$ cat config.mk
export PLATFORM = sky130hd
export DESIGN_NAME = core_ctrl
export DESIGN_NICKNAME = d
export VERILOG_FILES = /design/src/rtl/core_pkg.sv /design/src/rtl/ctrl_wait_cnt.sv /design/src/rtl/core_ctrl.sv
export SDC_FILE = /design/constraint.sdc
export NUM_CORES = 1
export LEC_CHECK = 0
export BUFFER_PORTS_ARGS = -buffer_cell sky130_fd_sc_hd__buf_2
export CAP_MARGIN = 20
export CORE_AREA = 2 2 101 103
export CTS_BUF_LIST = sky130_fd_sc_hd__clkbuf_8
export CTS_CLUSTER_DIAMETER = 50
export CTS_CLUSTER_SIZE = 12
export DETAILED_ROUTE_END_ITERATION = 12
export DIE_AREA = 0 0 103 105
export GPL_TIMING_DRIVEN = 0
export HOLD_SLACK_MARGIN = 0.02
export PLACE_DENSITY = 0.86
export SETUP_SLACK_MARGIN = 0.5
export SLEW_MARGIN = 20
export SYNTH_ARGS = -nofsm -noshare
export SYNTH_HDL_FRONTEND = slang
export SYNTH_SLANG_ARGS = --single-unit
$ cat constraint.sdc
create_clock -name clk -period 7 [get_ports clk]
set_input_delay 2.1 -clock clk [delete_from_list [all_inputs] [get_ports clk]]
set_output_delay 2.1 -clock clk [all_outputs]
set_load 0.005 [all_outputs]
$ cat src/rtl/core_pkg.sv
// Shared encodings for the RV32I multi-cycle core: FSM states, writeback selects, opcodes.
// Latency: n/a (declarations only).
// Backpressure: n/a.
package core_pkg;

   typedef enum logic [2:0] {
      FETCH  = 3'd0,
      DECODE = 3'd1,
      EXEC   = 3'd2,
      MEM    = 3'd3,
      WB     = 3'd4,
      TRAP   = 3'd5
   } state_t;

   // writeback mux select codes
   localparam logic [1:0] WB_ALU  = 2'd0;
   localparam logic [1:0] WB_LOAD = 2'd1;
   localparam logic [1:0] WB_PC4  = 2'd2;
   localparam logic [1:0] WB_UI   = 2'd3;

   // RV32I major opcodes, shared with the decoder
   localparam logic [6:0] OP_LOAD   = 7'b000_0011;
   localparam logic [6:0] OP_STORE  = 7'b010_0011;
   localparam logic [6:0] OP_BRANCH = 7'b110_0011;
   localparam logic [6:0] OP_JAL    = 7'b110_1111;
   localparam logic [6:0] OP_JALR   = 7'b110_0111;
   localparam logic [6:0] OP_IMM    = 7'b001_0011;
   localparam logic [6:0] OP_REG    = 7'b011_0011;
   localparam logic [6:0] OP_LUI    = 7'b011_0111;
   localparam logic [6:0] OP_AUIPC  = 7'b001_0111;

   // instruction addresses must be word aligned
   function automatic logic misaligned(input logic [31:0] addr);
      return addr[1:0] != 2'b00;
   endfunction

endpackage

$ cat src/rtl/ctrl_wait_cnt.sv
// Memory wait counter: counts stalled cycles and flags when the limit value is reached.
// Latency: count updates one cycle after en; at_limit is a combinational compare of count.
// Backpressure: none; the counter saturates at LIMIT and holds until cleared.
module ctrl_wait_cnt #(
   parameter int W     = 8,
   parameter int LIMIT = 255
) (
   input  logic clk,
   input  logic reset,
   input  logic clear,
   input  logic en,
   output logic at_limit
);

   localparam logic [W-1:0] LIMIT_V = W'(LIMIT);

   logic [W-1:0] count;

   assign at_limit = (count == LIMIT_V);

   // count stalled cycles, never wrapping past the limit
   always_ff @(posedge clk) begin
      if (reset || clear) begin
         count <= '0;
      end else if (en && !at_limit) begin
         count <= count + 1'b1;
      end
   end

endmodule

$ cat src/rtl/core_ctrl.sv
// Multi-cycle RV32I sequencer: owns the pc, runs the imem/dmem handshakes, steers writeback.
// Latency (zero-wait memory): alu/ui/jump 4 cycles, branch 3, store 4, load 5.
// Backpressure: FETCH/MEM stall on !ready; TIMEOUT stalled cycles with no ready at the limit traps.
module core_ctrl
   import core_pkg::*;
#(
   parameter logic [31:0] RESET_PC  = 32'h0000_0000,
   parameter int          TIMEOUT   = 255,
   parameter int          TIMEOUT_W = 8
) (
   input  logic        clk,
   input  logic        reset,
   output logic        imem_req,
   input  logic        imem_ready,
   output logic        instr_en,
   input  logic        is_load,
   input  logic        is_store,
   input  logic        is_ui,
   input  logic        add_pc,
   input  logic        is_branch,
   input  logic        is_jump,
   input  logic        is_reg,
   input  logic        is_alu,
   input  logic        branch_taken,
   input  logic [31:0] branch_offset,
   input  logic [31:0] jump_target,
   output logic        dmem_req,
   output logic        dmem_we,
   input  logic        dmem_ready,
   output logic        rf_we,
   output logic [1:0]  wb_sel,
   output logic [31:0] pc,
   output logic [31:0] pc_plus4,
   output logic        trap,
   output logic [2:0]  state
);

   state_t      cur;
   logic [31:0] tgt_q;      // jump target carried from EXEC to WB
   logic        jump_q;     // WB loads tgt_q instead of pc + 4
   logic        store_q;    // MEM access direction
   logic [1:0]  wb_sel_q;
   logic        waiting;
   logic        at_limit;
   logic [31:0] jmp_tgt;
   logic [31:0] br_tgt;

   assign pc_plus4 = pc + 32'd4;
   // jalr clears bit 0; the result is still checked for word alignment below
   assign jmp_tgt  = is_reg ? {jump_target[31:1], 1'b0} : jump_target;
   assign br_tgt   = pc + branch_offset;

   // stalled cycle in either handshake state; any other cycle clears the counter,
   // so the count is zero on every entry to FETCH or MEM
   assign waiting = ((cur == FETCH) && !imem_ready) || ((cur == MEM) && !dmem_ready);

   ctrl_wait_cnt #(
      .W     (TIMEOUT_W),
      .LIMIT (TIMEOUT)
   ) u_wait_cnt (
      .clk      (clk),
      .reset    (reset),
      .clear    (!waiting),
      .en       (waiting),
      .at_limit (at_limit)
   );

   assign imem_req = (cur == FETCH);
   assign instr_en = (cur == FETCH) && imem_ready;
   assign dmem_req = (cur == MEM);
   assign dmem_we  = store_q;
   assign rf_we    = (cur == WB);
   assign wb_sel   = wb_sel_q;
   assign trap     = (cur == TRAP);
   assign state    = cur;

   // sequencer: state, pc and the values latched in EXEC for MEM/WB
   always_ff @(posedge clk) begin
      if (reset) begin
         cur      <= FETCH;
         pc       <= RESET_PC;
         tgt_q    <= '0;
         jump_q   <= 1'b0;
         store_q  <= 1'b0;
         wb_sel_q <= WB_ALU;
      end else begin
         case (cur)
            FETCH: begin
               // ready wins over the limit in the same cycle
               if (imem_ready)    cur <= DECODE;
               else if (at_limit) cur <= TRAP;
            end
            DECODE: cur <= EXEC;
            EXEC: begin
               if (is_load) begin
                  store_q <= 1'b0;
                  jump_q  <= 1'b0;
                  cur     <= MEM;
               end else if (is_store) begin
                  store_q <= 1'b1;
                  cur     <= MEM;
               end else if (is_jump) begin
                  if (misaligned(jmp_tgt)) begin
                     cur <= TRAP;
                  end else begin
                     tgt_q    <= jmp_tgt;
                     jump_q   <= 1'b1;
                     wb_sel_q <= WB_PC4;
                     cur      <= WB;
                  end
               end else if (is_branch) begin
                  if (!branch_taken) begin
                     pc  <= pc_plus4;
                     cur <= FETCH;
                  end else if (misaligned(br_tgt)) begin
                     cur <= TRAP;
                  end else begin
                     pc  <= br_tgt;
                     cur <= FETCH;
                  end
               end else if (is_alu) begin
                  jump_q   <= 1'b0;
                  wb_sel_q <= WB_ALU;
                  cur      <= WB;
               end else if (is_ui) begin
                  jump_q   <= 1'b0;
                  wb_sel_q <= WB_UI;
                  cur      <= WB;
               end else if (add_pc) begin
                  // pc-relative sum without is_ui arrives through the ALU result
                  jump_q   <= 1'b0;
                  wb_sel_q <= WB_ALU;
                  cur      <= WB;
               end else begin
                  cur <= TRAP;
               end
            end
            MEM: begin
               if (dmem_ready) begin
                  if (store_q) begin
                     pc  <= pc_plus4;
                     cur <= FETCH;
                  end else begin
                     wb_sel_q <= WB_LOAD;
                     cur      <= WB;
                  end
               end else if (at_limit) begin
                  cur <= TRAP;
               end
            end
            WB: begin
               pc  <= jump_q ? tgt_q : pc_plus4;
               cur <= FETCH;
            end
            TRAP:    cur <= TRAP;
            default: cur <= TRAP;
         endcase
      end
   end

endmodule

### Word-level counts from Yosys, hierarchy flattened

Cells that the tools add are included.

| word-level totals | value |
|---|---|
| bits of input ports | 77 |
| register bits | 79 |
| logic and storage cells | 102 |
| output and inout bits | 75 |

| cells by class | value |
|---|---|
| bitwise gates (word level) | 3 |
| reductions and logical operators | 22 |
| equal/unequal tests | 20 |
| multiplexer cells | 47 |
| add/subtract/negate cells | 3 |

Operators with widths:

| cell | count |
|---|---|
| $mux 32 | 9 |
| $pmux 32 s3 | 1 |
| $add 32x3->32 const B | 1 |
| $add 32x32->32 | 1 |
| $mux 3 | 10 |
| $mux 2 | 10 |
| $reduce_and 8->1 | 2 |
| $mux 1 | 15 |
| $pmux 3 s5 | 1 |
| $ne 2x2->1 const B | 6 |
| $ne 3x3->1 const B | 4 |
| $reduce_and 5->1 | 2 |
| $add 8x1->8 const B | 1 |
| $eq 8x8->1 const B | 1 |
| $reduce_bool 2->1 | 4 |
| $eq 3x2->1 const B | 2 |
| $eq 3x3->1 const B | 2 |
| $ne 5x5->1 const B | 1 |
| $reduce_bool 5->1 | 1 |
| $logic_and 1x1->1 | 4 |
| $logic_not 1->1 | 4 |
| $ne 2x1->1 const B | 2 |
| $pmux 2 s2 | 1 |
| $eq 3x1->1 const B | 1 |
| other kinds (6) | 9 |

### Longest topological paths before layout

| logic depth | value |
|---|---|
| word-level depth | 9 |
| gate-level depth with buffers | 12 |
| depth with buffers taken out | 11 |

### Hierarchy

A second synthesis with hierarchy kept.

| second synthesis, totals | value |
|---|---|
| cell total of the unflattened synthesis | 791 |
| area total of the unflattened synthesis | 6054.6 µm² |

Modules (own cells, without submodules):

| module | sequential area each (µm²) | instances | cells each | area each (µm²) |
|---|---|---|---|---|
| core_ctrl | 1421.4 | 1 | 742 | 5629.1 |
| ctrl_wait_cnt | 160.2 | 1 | 49 | 425.4 |

### Least setup slack after synthesis

No wires, ideal clock.

| path | value |
|---|---|
| path kind | input-to-reg |
| start point | input port branch_offset[0] |
| end point | register pc[28] |
| arrival time | 4.315 ns |
| buffers on the path | 0 |
| stages | 11 |
| required time | 6.914 ns |
| slack | 2.599 ns |
| setup time | 0.086 ns |
| path through | ha_1 -> fa_1 -> a21oi_1 -> o21ai_1 -> a31o_2 -> nand4_1 -> a41oi_1 -> o41ai_1 -> xnor2_1 -> nand2_1 -> a211oi_1 |

| on the way | value |
|---|---|
| word-level cells in the longest chain between the ends | 8 |
| elaborated cells on any way between the ends | 11 |
| those cells by class | add/sub: 1; eq/ne: 1; mux: 7; reduce/logical: 2 |

Ends and longest elaborated chain:

| element | line | RTL |
|---|---|---|
| start, declared | core_ctrl.sv:25 | `input logic [31:0] branch_offset,` |
| $add 32x32->32 * | core_ctrl.sv:51 | `assign br_tgt = pc + branch_offset;` |
| $mux 32 | core_ctrl.sv:115 | `end else if (misaligned(br_tgt)) begin` |
| $mux 32 | core_ctrl.sv:112 | `if (!branch_taken) begin` |
| $mux 32 | core_ctrl.sv:111 | `end else if (is_branch) begin` |
| $mux 32 | core_ctrl.sv:102 | `end else if (is_jump) begin` |
| $mux 32 | core_ctrl.sv:99 | `end else if (is_store) begin` |
| $mux 32 | core_ctrl.sv:95 | `if (is_load) begin` |
| $pmux 32 s3 | core_ctrl.sv:87 | `case (cur)` |
| end signal, assigned | core_ctrl.sv:113 | `pc <= pc_plus4;` |
| end signal, assigned | core_ctrl.sv:118 | `pc <= br_tgt;` |
| end signal, assigned | core_ctrl.sv:141 | `pc <= pc_plus4;` |
| end, declared | core_ctrl.sv:32 | `output logic [31:0] pc,` |

Mark *: on every way between the ends. The rest lies on a longest branch, timed or not. The select of a mux whose other input is x is not followed.
A chain may end at the register's enable or synchronous reset.

### Worst setup path after layout

| path | value |
|---|---|
| start point | register pc[2] |
| end point | output port pc_plus4[28] |

| on the way | value |
|---|---|
| word-level cells in the longest chain between the ends | 1 |

Ends and longest elaborated chain:

| element | line | RTL |
|---|---|---|
| $add 32x3->32 | core_ctrl.sv:48 | `assign pc_plus4 = pc + 32'd4;` |
| end, declared | core_ctrl.sv:33 | `output logic [31:0] pc_plus4,` |

Every way passes these cells.

==> results_dict.tcl <==
set metrics [dict create \
    vias 6175 \
    root_buffer "clkbuf_8" \
    fin_crit_ps 4880 \
    max_freq_ghz 0.205 \
    finalHoldViolCount 0 \
    ir_drop_mv 0.113 \
    hold_slack_ps 462 \
    drive_above_1_share_pct 20.3 \
    wl_per_cell_um 16.8 \
    drcViolationCount 0 \
    grt_max_degree 16 \
    dpl.hpwl_um 13300 \
    yosysSeqAreaShare_pct 28.5 \
    hold_depth 2 \
    finClkSkew_ps 7.15 \
    p_total_w 0.00117 \
    nFillCells 898 \
    core_mm2 0.00964 \
    worst-r2r-setup-slack_ps 3660 \
    p_leak_nw 3.01 \
    routed_via_density 6.02 \
    cts_hold_buf 0 \
    crit_family "simple AND/OR/NAND/NOR gates" \
    p_switching_w 0.000399 \
    finalNetCount 999 \
    critPathLaunchType "flip-flop" \
    die_y_um 105 \
    multiInputGateArea_mm2 0.00375 \
    dieArea_mm2 0.0108 \
    seq_area_mm2 0.00158 \
    num_rows 36 \
    tns_ps 0 \
    r2r_cells 10 \
    synth_edf_count 0 \
    r2r-start "pc[0]$_SDFFE_PP0P_" \
    maxCapViolCount 0 \
    synth_nets 837 \
    postCtsSetupBuffers 0 \
    numCtsBuffers 9 \
    synthCells 726 \
    overflow 0 \
    pwr-share-clk_pct 30.3 \
    min-delay-start "tgt_q[29]$_SDFFE_PP0P_" \
    period_share_pct 69.8 \
    antenna_found_initial 0 \
    cts_buffer_depth 2 \
    min_path_type "flip-flop to flip-flop" \
    setup_violations 0 \
    clkLatencyLatePin_ps 370 \
    h-tree-depth 3 \
    fp.dieW_um 103 \
    power_density_mw_per_mm2 176 \
    startpoint "pc[2]$_SDFFE_PP0P_" \
    pwr-share-seq_pct 42.3 \
    slew_viol_final 0 \
    drtIter0Drc 515 \
    path_cells "ha_1, nand3_1, nor2_1, and3_1, and2_1, and3_1, nand4_1, xnor2_1, buf_2" \
    synthFlopType "dfxtp_1" \
    end_kind "output port" \
    worst_slew_pin_slew_ps 708 \
    slew_headroom_pct 52.8 \
    path_buf_inv 1 \
    dpl_cell_area_mm2 0.00648 \
    fin_area_mm2 0.00668 \
    rsz0062_at_grt "false" \
    port_buffers 151 \
    cts_resized 0 \
    cp_common_cell "and3_1" \
    synthArstFlopShare_pct 0 \
    synth-seq-cells 79 \
    netSwitchingFraction_pct 34.0 \
    start_util_pct 57.6 \
    pin_count 152 \
    path_clk_slew_ps 80 \
    p_int_w 0.000774 \
    cts.sinks 79 \
    outcome "complete, no violations" \
    wl_um 17200 \
    cts_tree "built" \
    fin_util_pct 69.3 \
    crit_fanout 8 \
    grt_util_all_layers_pct 31.4 \
    drt_pass1_iterations 6 \
    place.gp.congestion 0.973 \
    hold_end "tgt_q[29]$_SDFFE_PP0P_" \
    comb_power_share_pct 27.5 \
    critPathArrivalTime_ps 2780 \
    slowest_stage "dfxtp_1" \
    slowest_delay_ps 520 \
    yosysWarnings 0 \
    areaGrowthSynthToFinish_pct 20.3 \
    netlist_area_mm2 0.00555 \
    required_ps 4900 \
    syn_avg_cell_area_um2 7.65 \
    ant_nets 0 \
    antenna_cells 0 \
    first_global_vias 5545 \
    rr_endpoint "pc[5]$_SDFFE_PP0P_" \
    yosysUniqueCellTypes 58 \
    grt_first_pass_wirelength_um 26900 \
    path_class "flip-flop to output port" \
]
## cells in the mapped netlist (all sizes together), types with 5 or more instances
cell / instances / share of area (%)
a211oi: 21 / 3.0
a21o: 17 / 2.3
a21oi: 72 / 6.6
a221o: 9 / 1.6
a221oi: 12 / 1.9
a222oi: 10 / 1.8
and2: 6 / 0.68
and3: 13 / 1.5
buf: 8 / 0.90
clkbuf: 33 / 2.3
dfxtp: 79 / 28
ha: 33 / 7.4
inv: 13 / 0.88
mux2i: 6 / 1.1
nand2: 105 / 7.1
nand2b: 5 / 0.56
nand3: 14 / 1.3
nand4: 17 / 1.9
nor2: 76 / 5.1
nor2b: 5 / 0.56
nor3: 17 / 1.5
nor3b: 5 / 0.68
o21a: 9 / 1.2
o21ai: 31 / 2.8
xnor2: 34 / 5.4
xor2: 25 / 3.9
## registers in the layout (all words and copies together), names as in the netlist
| name | count |
|---|---|
| pc | 32 |
| tgt_q | 32 |
| u_wait_cnt.count | 8 |
| state | 3 |
| wb_sel | 2 |
| dmem_we | 1 |
| jump_q | 1 |
## through the flow
step | worst slack (ps) | cells
final | 2120 | 1026
after global routing | 1960 | 1026
after CTS | 2150 | 1026
after detailed placement | 1980 | 1010
after global placement | 1990 | 1010
after floorplan | 2600 | 726
## cell families (layout without fill, tap and decap cells)
logic type / after synthesis / count (layout) / synth area share (%)
xor+xnor: 59 / 59 / 9.30
compound gates: 214 / 214 / 26.1
flops: 79 / 79 / 28.5
fa+ha+maj: 34 / 34 / 7.79
mux: 6 / 6 / 1.08
simple gates: 280 / 280 / 23.2
buf+inv: 54 / 221 / 4.03
## final cells by class
| cell class | count | share of cell area, % |
|---|---|---|
| Clock inverter | 7 | 1.20 |
| Sequential cell | 79 | 23.7 |
| Multi-Input combinational cell | 593 | 56.1 |
| Timing Repair Buffer | 151 | 11.3 |
| Tap cell | 133 | 2.49 |
| Clock buffer | 9 | 1.85 |
| Inverter | 13 | 0.730 |
| Buffer | 41 | 2.62 |
## cell usage in the layout (no fill, tap or decap), drive strengths merged, types with 5 or more instances in the layout
master  count
nand2b      5
nor3       17
nor3b       5
nand4      17
inv        15
a221oi     12
nand2     105
dfxtp      79
xnor2      34
a21oi      72
a211oi     21
xor2       25
nor2b       5
buf       159
a21o       17
nand3      14
clkbuf     42
o21a        9
and3       13
a222oi     10
nor2       76
ha         33
o21ai      31
a221o       9
mux2i       6
and2        6
## how the worst max path moves through the flow
stage,endpoint,depth (start not counted)
final,pc_plus4[28],9
after floorplan,pc[28]$_SDFFE_PP0P_,11
after detailed placement,pc[5]$_SDFFE_PP0P_,11
after CTS,pc_plus4[28],9
after global placement,pc[5]$_SDFFE_PP0P_,11
after global routing,pc_plus4[28],9
## worst register-to-register path, cell delays in order, from the launching register on
cell and delay [ps]:
dfxtp_1 460, ha_1 240, fa_1 430, o21ai_0 220, and3b_1 230, a21oi_1 70, o21ai_0 330, nand2_1 290
clkbuf_1 350, a2111oi_0 510, nor3_1 80
## routing by layer
metal  wire (µm)  track usage, %
met1        7520            43.3
met3        1490            6.02
met2        7890            49.8
met4         312            8.74
met5           0               0
## power by group through the flow
stage          clock [W]  combinational (W)  sequential, W
2_1_floorplan          0           0.000209       0.000500
3_3_place_gp           0           0.000313       0.000505
3_5_place_dp           0           0.000315       0.000506
4_1_cts         0.000355           0.000317       0.000495
5_1_grt         0.000373           0.000355       0.000499
6_report        0.000355           0.000322       0.000496
No activity file was read; power rests on OpenSTA's default activity.
